--- config.mk ---
export PLATFORM = sky130hd
export DESIGN_NAME = axis_pixel_packer
export DESIGN_NICKNAME = d
export VERILOG_FILES = /design/src/rtl/pixpack_pkg.sv /design/src/rtl/axis_out_reg.sv /design/src/rtl/axis_pixel_packer.sv
export SDC_FILE = /design/constraint.sdc
export NUM_CORES = 1
export LEC_CHECK = 0
export BUFFER_PORTS_ARGS = -buffer_cell sky130_fd_sc_hd__buf_2
export CAP_MARGIN = 30
export CORE_AREA = 5 5 94 96
export DETAILED_ROUTE_END_ITERATION = 8
export DIE_AREA = 0 0 99 101
export MAX_ROUTING_LAYER = met4
export PLACE_DENSITY = 0.78
export SLEW_MARGIN = 25
export SYNTH_ARGS = -nofsm -noshare
export SYNTH_HDL_FRONTEND = slang
export SYNTH_HIERARCHICAL = 1
export SYNTH_SLANG_ARGS = --single-unit
--- constraint.sdc ---
create_clock -name m_axis_aclk -period 2.9 [get_ports m_axis_aclk]
set_input_delay 0.725 -clock m_axis_aclk [delete_from_list [all_inputs] [get_ports m_axis_aclk]]
set_output_delay 0.725 -clock m_axis_aclk [all_outputs]
set_load 0.01 [all_outputs]
--- src/rtl/pixpack_pkg.sv ---
// Shared types and helpers for the pixel packer and its AXI4-Stream output register.
package pixpack_pkg;

    localparam int DATA_W_DEF = 32;
    localparam int PIX_W_DEF  = 8;
    localparam int LANES      = DATA_W_DEF / PIX_W_DEF;
    localparam int STRB_W     = DATA_W_DEF / 8;

    typedef enum logic {
        FILL = 1'b0,
        HOLD = 1'b1
    } pack_state_t;

    // Byte-lane strobe for a beat carrying nlanes pixels, low lanes first.
    function automatic logic [63:0] lanes_to_strb(input int nlanes, input int pix_w = PIX_W_DEF);
        logic [63:0] one;
        one = 64'd1;
        return (one << (nlanes * pix_w / 8)) - 64'd1;
    endfunction

endpackage

--- src/rtl/axis_out_reg.sv ---
// Single-entry AXI4-Stream output register: loads a beat when empty or draining,
// holds tdata/tstrb/tlast stable until the downstream handshake.
module axis_out_reg
    import pixpack_pkg::*;
#(
    parameter int DATA_W = DATA_W_DEF,
    parameter int STRB_W_P = DATA_W / 8
) (
    input  logic                clk,
    input  logic                rst,
    input  logic                load,
    input  logic [DATA_W-1:0]   load_data,
    input  logic [STRB_W_P-1:0] load_strb,
    input  logic                load_last,
    output logic                can_load,
    output logic                tvalid,
    output logic [DATA_W-1:0]   tdata,
    output logic [STRB_W_P-1:0] tstrb,
    output logic                tlast,
    input  logic                tready
);

    assign can_load = ~tvalid | tready;

    always_ff @(posedge clk or posedge rst) begin
        if (rst) begin
            tvalid <= 1'b0;
            tdata  <= '0;
            tstrb  <= '0;
            tlast  <= 1'b0;
        end else if (load) begin
            tvalid <= 1'b1;
            tdata  <= load_data;
            tstrb  <= load_strb;
            tlast  <= load_last;
        end else if (tready) begin
            tvalid <= 1'b0;
        end
    end

endmodule

--- src/rtl/axis_pixel_packer.sv ---
// Packs one pixel per cycle into DATA_W-wide AXI4-Stream beats, one row per packet.
// Optional macro AXIS_TLAST_AUTO_EN: close packets every ROW_LEN pixels instead of on pix_last.
module axis_pixel_packer
    import pixpack_pkg::*;
#(
    parameter int DATA_W  = DATA_W_DEF,
    parameter int PIX_W   = PIX_W_DEF,
    parameter int ROW_LEN = 32
) (
    input  logic                  m_axis_aclk,
    input  logic                  m_axis_areset,
    input  logic                  pix_valid,
    output logic                  pix_ready,
    input  logic [PIX_W-1:0]      pix_data,
    input  logic                  pix_last,
    output logic                  m_axis_tvalid,
    output logic [DATA_W-1:0]     m_axis_tdata,
    output logic [DATA_W/8-1:0]   m_axis_tstrb,
    output logic                  m_axis_tlast,
    input  logic                  m_axis_tready,
    output logic [15:0]           row_count,
    output logic                  busy
);

    localparam int NLANES = DATA_W / PIX_W;
    localparam int NSTRB  = DATA_W / 8;
    localparam int CNT_W  = (NLANES > 1) ? $clog2(NLANES) : 1;

    pack_state_t       state, state_next;
    logic [CNT_W-1:0]  cnt;
    logic [DATA_W-1:0] asm_data, beat_data, load_data;
    logic [NSTRB-1:0]  beat_strb, hold_strb, load_strb;
    logic              hold_last, load_last;
    logic              row_end, accept, close_beat, can_load, load;

`ifdef AXIS_TLAST_AUTO_EN
    localparam int PC_W = (ROW_LEN > 1) ? $clog2(ROW_LEN) : 1;
    logic [PC_W-1:0] pix_cnt;
    logic            unused_pix_last;

    assign unused_pix_last = pix_last;
    assign row_end = (pix_cnt == PC_W'(ROW_LEN - 1));

    always_ff @(posedge m_axis_aclk or posedge m_axis_areset) begin
        if (m_axis_areset) begin
            pix_cnt <= '0;
        end else if (accept) begin
            pix_cnt <= row_end ? '0 : pix_cnt + 1'b1;
        end
    end
`else
    localparam int unused_row_len = ROW_LEN;
    assign row_end = pix_last;
`endif

    // The beat as it would look with the current pixel written into its lane.
    always_comb begin
        beat_data = asm_data;
        beat_data[int'(cnt) * PIX_W +: PIX_W] = pix_data;
        beat_strb = NSTRB'(lanes_to_strb(int'(cnt) + 1, PIX_W));
        accept = pix_valid & pix_ready;
        close_beat = accept & ((cnt == CNT_W'(NLANES - 1)) | row_end);
    end

    always_ff @(posedge m_axis_aclk or posedge m_axis_areset) begin
        if (m_axis_areset) begin
            state <= FILL;
        end else begin
            state <= state_next;
        end
    end

    always_comb begin
        state_next = state;
        case (state)
            FILL: if (close_beat && !can_load) state_next = HOLD;
            HOLD: if (can_load) state_next = FILL;
            default: state_next = FILL;
        endcase
    end

    always_comb begin
        pix_ready = (state == FILL) & ~m_axis_areset;
        load      = 1'b0;
        load_data = beat_data;
        load_strb = beat_strb;
        load_last = row_end;
        if (state == HOLD) begin
            load      = can_load;
            load_data = asm_data;
            load_strb = hold_strb;
            load_last = hold_last;
        end else begin
            load = close_beat & can_load;
        end
    end

    // A blocked beat parks in the assembly register until the output drains.
    always_ff @(posedge m_axis_aclk or posedge m_axis_areset) begin
        if (m_axis_areset) begin
            asm_data  <= '0;
            cnt       <= '0;
            hold_strb <= '0;
            hold_last <= 1'b0;
        end else if (state == FILL && accept) begin
            if (close_beat) begin
                cnt <= '0;
                if (can_load) begin
                    asm_data <= '0;
                end else begin
                    asm_data  <= beat_data;
                    hold_strb <= beat_strb;
                    hold_last <= row_end;
                end
            end else begin
                asm_data <= beat_data;
                cnt      <= cnt + 1'b1;
            end
        end else if (state == HOLD && can_load) begin
            asm_data <= '0;
        end
    end

    always_ff @(posedge m_axis_aclk or posedge m_axis_areset) begin
        if (m_axis_areset) begin
            row_count <= '0;
        end else if (m_axis_tvalid && m_axis_tready && m_axis_tlast) begin
            row_count <= row_count + 16'd1;
        end
    end

    assign busy = (cnt != '0) | (state == HOLD) | m_axis_tvalid;

    axis_out_reg #(
        .DATA_W   (DATA_W),
        .STRB_W_P (NSTRB)
    ) u_out_reg (
        .clk       (m_axis_aclk),
        .rst       (m_axis_areset),
        .load      (load),
        .load_data (load_data),
        .load_strb (load_strb),
        .load_last (load_last),
        .can_load  (can_load),
        .tvalid    (m_axis_tvalid),
        .tdata     (m_axis_tdata),
        .tstrb     (m_axis_tstrb),
        .tlast     (m_axis_tlast),
        .tready    (m_axis_tready)
    );

endmodule

### Yosys cells after proc, flatten, opt, wreduce, memory -nomap -nowiden

Cells that the tools add are included.

* add/subtract/negate cells: 5
* eq/ne operators: 1
* shifts and indexed selects: 3
* mux-type cells: 15
* bitwise gates (word level): 12
* reductions and logical operators: 10

Operators by type and width (number)
* 32-bit 2-to-1 mux: 5
* 5-bit negator with 33-bit output: 1
* 8-bit by 33-bit variable shift with 32-bit output, first input constant: 1
* 8-bit by 33-bit variable part select with 32-bit output: 1
* 32-bit bitwise mux: 1
* 16-bit by 1-bit adder with 16-bit output, second input constant: 1
* 1-bit 2-to-1 mux: 6
* 2-bit nonzero test: 3
* 1-bit logical AND: 5
* 1-bit AND: 4
* 4-bit 2-to-1 mux: 1
* 1-bit inverter: 4
* 1-bit OR: 4
* 1-bit by 3-bit left shift with 4-bit output, first input constant: 1
* 4-bit by 1-bit subtractor with 4-bit output, second input constant: 1
* 2-bit by 1-bit adder with 3-bit output, second input constant: 1
* 3-bit AND reduction: 1
* 2-bit by 1-bit adder with 2-bit output, second input constant: 1
* 2-bit == test, second input constant: 1
* 2-bit 2-to-1 mux: 1
* 1-bit case mux with 2 select lines: 1
* 1-bit zero test: 1

* register bits after elaboration: 94
* input port bits: 13
* output and inout port bits: 56
* logic and storage cells: 56

### Depth between registers and ports, before layout

* depth after elaboration: 7
* depth in mapped cells: 8
* mapped depth without buffers: 7

### Cells and area by module

Netlist, hierarchy kept.

By module, submodules not included
* axis_pixel_packer: instances 1, cells each 252, area an instance 2802.7 um^2, sequential area each 1401.3 um^2
* axis_out_reg: instances 1, cells each 82, area an instance 1493.9 um^2, sequential area each 950.9 um^2

### Worst setup path after synthesis

No wires, ideal clock.

* path type: reg-to-output
* start point: register cnt[0]
* end point: output busy
* arrival: 1593 ps
* data required time: 2175 ps
* setup slack: 582 ps
* stages on the path, launching flop included: 7
* path buffers: 2
* cells stage by stage: dfrtp_1 clkbuf_1 inv_1 ha_1 nand2b_1 clkbuf_1 or2_2

* longest elaborated chain between the ends: 3

RTL lines
* start: declaration: RTL line axis_pixel_packer.sv:30 `logic [CNT_W-1:0] cnt;`
* start signal: assignment: RTL line axis_pixel_packer.sv:117 `cnt <= cnt + 1'b1;`
* 2-bit nonzero test: RTL line axis_pixel_packer.sv:132 `assign busy = (cnt != '0) | (state == HOLD) | m_axis_tvalid;`
* 1-bit OR (2 in a row): RTL line axis_pixel_packer.sv:132
* end: declaration: RTL line axis_pixel_packer.sv:22 `output logic busy`

No other way between the ends.

### Worst setup path in the final report

Ends and elaborated chain as after synthesis.

==> impl_metrics.csv <==
group,metric,value,unit
worst_setup_path,end_kind,"output port",
drt,drt-pass1-iter-count,4,
synthesis,synth_edf_count,0,
synthesis,synth_area_per_cell,12.9,sq um
synthesis,synthCells,334,
drt,routed_via_density,5.71,
sta,setup_violations,0,
place,numPortBuffers,68,
clock_network,htree_levels,3,
final_layout,stdcell_count,509,
global_route,grt_pass1_wl,14.9,mm
sta,setup_ws,0.180,ns
sta,maxSlewHeadroom,0.535,
final_layout,nFillCells,637,
place,gp_congestion,0.822,
synthesis,synth_async_sr_flop_share,1.00,
drt,wirelength,9.05,mm
clock_network,cts_tree,"built",
sta,slew_viol_final,0,
power,leakagePower,2.52,nW
die,die_x,99,um
drt,drtAntennaViolNets,0,
clock_network,cts.path.max_buffers,2,
global_route,grt_max_degree,41,
sta,skew,0.0117,ns
place,place_inst,493,
worst_setup_path,crit_chain,"inv_1, ha_1, nand2b_1, or2_2, buf_2",
worst_setup_path,cpPeakStageDelay,0.54,ns
synthesis,ys.flop_type,"dfrtp_1",
synthesis,synth_top_area_share,0.547,
sta,fmax,0.368,GHz
worst_setup_path,required,2.17,ns
drt,vias,2907,
final_layout,drive_gt1_frac,0.354,
final_layout,syn2layout_area_growth,15.1,%
final_layout,diodes,0,
synthesis,ys_warn_count,6,
drt,drcViolationCount,0,
sta,grt_setup_unrepaired,"false",
synthesis,synth_compound_area_frac,0.146,
clock_network,postCtsHoldBufs,0,
drt,drt_iter0_drc,115,
drt,wl_per_cell,17.8,um
worst_setup_path,path_max_fanout,11,
die,coreArea,7970,sq um
hold_path,hold_path.class,"in -> async",
synthesis,seq_area_frac_synth,0.547,
worst_setup_path,crit_type,"reg -> out",
place,pre_cts_slack,0.506,ns
final_layout,regArea,2350,sq um
clock_network,clkTransAtPathRegs,0.10,ns
final_layout,nets,420,
final_layout,utilization,0.620,
place,dpl_cell_area,4730,sq um
worst_setup_path,cp_num_buf_inv,2,
worst_setup_path,arrival,2.00,ns
global_route,track_usage,0.194,
final_layout,multi_input_area,1800,sq um
sta,hold_violations,0,
synthesis,yosysMostFrequentCell,"dfrtp_1",
sta,period_share,0.938,
synthesis,syn_nets,355,
die,die_area,10000,sq um
synthesis,synthXorXnorAreaFrac,0.0326,
synthesis,yosysTopAreaCell,"dfrtp_1",
sta,final.setup.tns,0,ns
clock_network,clock_sinks,94,
die,die-height,101,um
power,power.density,634,nW/um^2
clock_network,cts_setup_buffers,0,
synthesis,synth.cells.most_frequent,"dfrtp_1, a22o_1, mux2_2, mux2_4",
clock_network,cts.repair.resized,0,
synthesis,synth_mux_area_frac,0.127,
flow_run,maxCapViolCount,0,
power,peakVddDrop,335,uV
worst_setup_path,worstReg2RegStart,"cnt[0]$_DFFE_PP0P_",
synthesis,synthTopCellsByArea,"dfrtp_1, a22o_1, mux2_4, mux2_2, xnor2_1",
final_layout,finalInstanceArea,4940,sq um
die,start_util,0.539,
global_route,grt-ovfl-total,0,
clock_network,root_buffer,"clkbuf_8",
synthesis,synth-simple-area-share,0.0894,
sta,fin_crit,2.72,ns
die,io_pins,69,
sta,worstMarginPinSlew,0.696,ns
synthesis,ys_types,38,
die,row_count,33,
synthesis,synthAdderAreaFrac,0.0233,
clock_network,clk_latency,0.37,ns
synthesis,synth.cell_area,4300,sq um
worst_setup_path,critPathLaunch,"cnt[0]$_DFFE_PP0P_",
synthesis,ys_seq_elements,94,
global_route,antenna_found_initial,0,
global_route,grt_pass1_vias,2907,
status,status,"complete, no violations",
synthesis,synth_top_family_by_area,"compound AO/OA/AOI/OAI gates",
place,hpwl,6.39,mm
worst_setup_path,critPathSlowestCell,"dfrtp_1",
clock_network,cts_buffers,9,
worst_setup_path,start_kind,"flip-flop",
worst_setup_path,crit_family,"flip-flops",
-- sequential cells by signal (all words and copies together) (netlist names) --
signal,count
hold_strb,4
row_count,16
state,1
u_out_reg/tdata,32
cnt,2
u_out_reg/tstrb,4
u_out_reg/tlast,1
u_out_reg/tvalid,1
asm_data,32
hold_last,1
-- logic make-up (layout without fill, tap and decap cells) --
kind of cell | count (synthesis) | in the layout
xor gates and xnor gates | 16 | 16
AOI/OAI and AO/OA | 76 | 76
adders and majority gates | 8 | 8
DFF | 94 | 94
buffers and inverters | 30 | 100
muxes | 42 | 42
and+or+nand+nor | 68 | 68
-- metal layers --
| layer | routed length [um] | vias to the layer above | track usage |
|---|---|---|---|
| met5 | 0 | - | - |
| met4 | 182 | 0 | 0.0704 |
| met3 | 591 | 13 | 0.0304 |
| met2 | 4350 | 95 | 0.298 |
| met1 | 3920 | 1452 | 0.264 |
| li1 | - | 1347 | - |
-- worst reg2reg max path, cell delays in order (launching register included) --
cell	delay [ns]
dfrtp_1	0.61
ha_1	0.34
nor2_1	0.12
nor3b_1	0.20
nor2_1	0.11
nor2b_4	0.14
buf_4	0.37
mux2_2	0.42
-- stage by stage --
step,hold WS [ns],power (mW)
5_1_grt,0.394,3.29
3_5_place_dp,0.468,2.24
4_1_cts,0.363,3.16
6_report,0.358,3.13
2_1_floorplan,0.466,2.00
3_3_place_gp,0.455,2.21
-- cell type report --
type                    count  area share
flip-flops and latches     94       0.476
clock inverters             6      0.0154
clock buffers              10      0.0278
multi-input cells         210       0.365
well taps                 105      0.0266
repair buffers             76      0.0835
inverters                   8     0.00607
-- power breakdown --
group | internal [mW] | total, mW | leakage [nW] | switching (mW)
Combinational | 0.295 | 0.648 | 1.13 | 0.353
Clock | 0.439 | 0.925 | 0.110 | 0.485
Sequential | 1.45 | 1.56 | 1.28 | 0.108
-- path summary, 6_finish.rpt --
path | to | slack [ns] | depth (start not counted)
hold / removal | row_count[3]$_DFFE_PP0P_ | 0.36 | 2
setup reg to reg | u_out_reg/tdata[2]$_DFFE_PP0P_ | 0.48 | 7
hold reg to reg | row_count[15]$_DFFE_PP0P_ | 0.47 | 1
min in group m_axis_aclk | row_count[15]$_DFFE_PP0P_ | 0.47 | 1
max in group asynchronous | u_out_reg/tdata[2]$_DFFE_PP0P_ | 1.65 | 3
setup / recovery | busy | 0.18 | 5
-- cell usage in the layout (no fill, tap or decap), drive strengths merged --
master	netlist	final
nor2b	2	2
a31oi	1	1
o21ai	7	7
a21o	1	1
nor4	2	2
or3b	1	1
and3	1	1
clkbuf	7	10
a22o	64	64
nand2	15	15
nor3	4	4
bufinv	0	1
and4bb	1	1
and4	1	1
nand4	4	4
clkinv	0	1
nor4b	1	1
xnor2	13	13
xor2	3	3
inv	8	12
a21boi	1	1
buf	15	76
nor2	15	15
ha	8	8
and2	1	1
mux2	42	42
nand3	9	9
dfrtp	94	94
nor3b	2	2
a21oi	2	2
nand2b	7	7
or2	2	2
(Power assumes the default switching activity.)
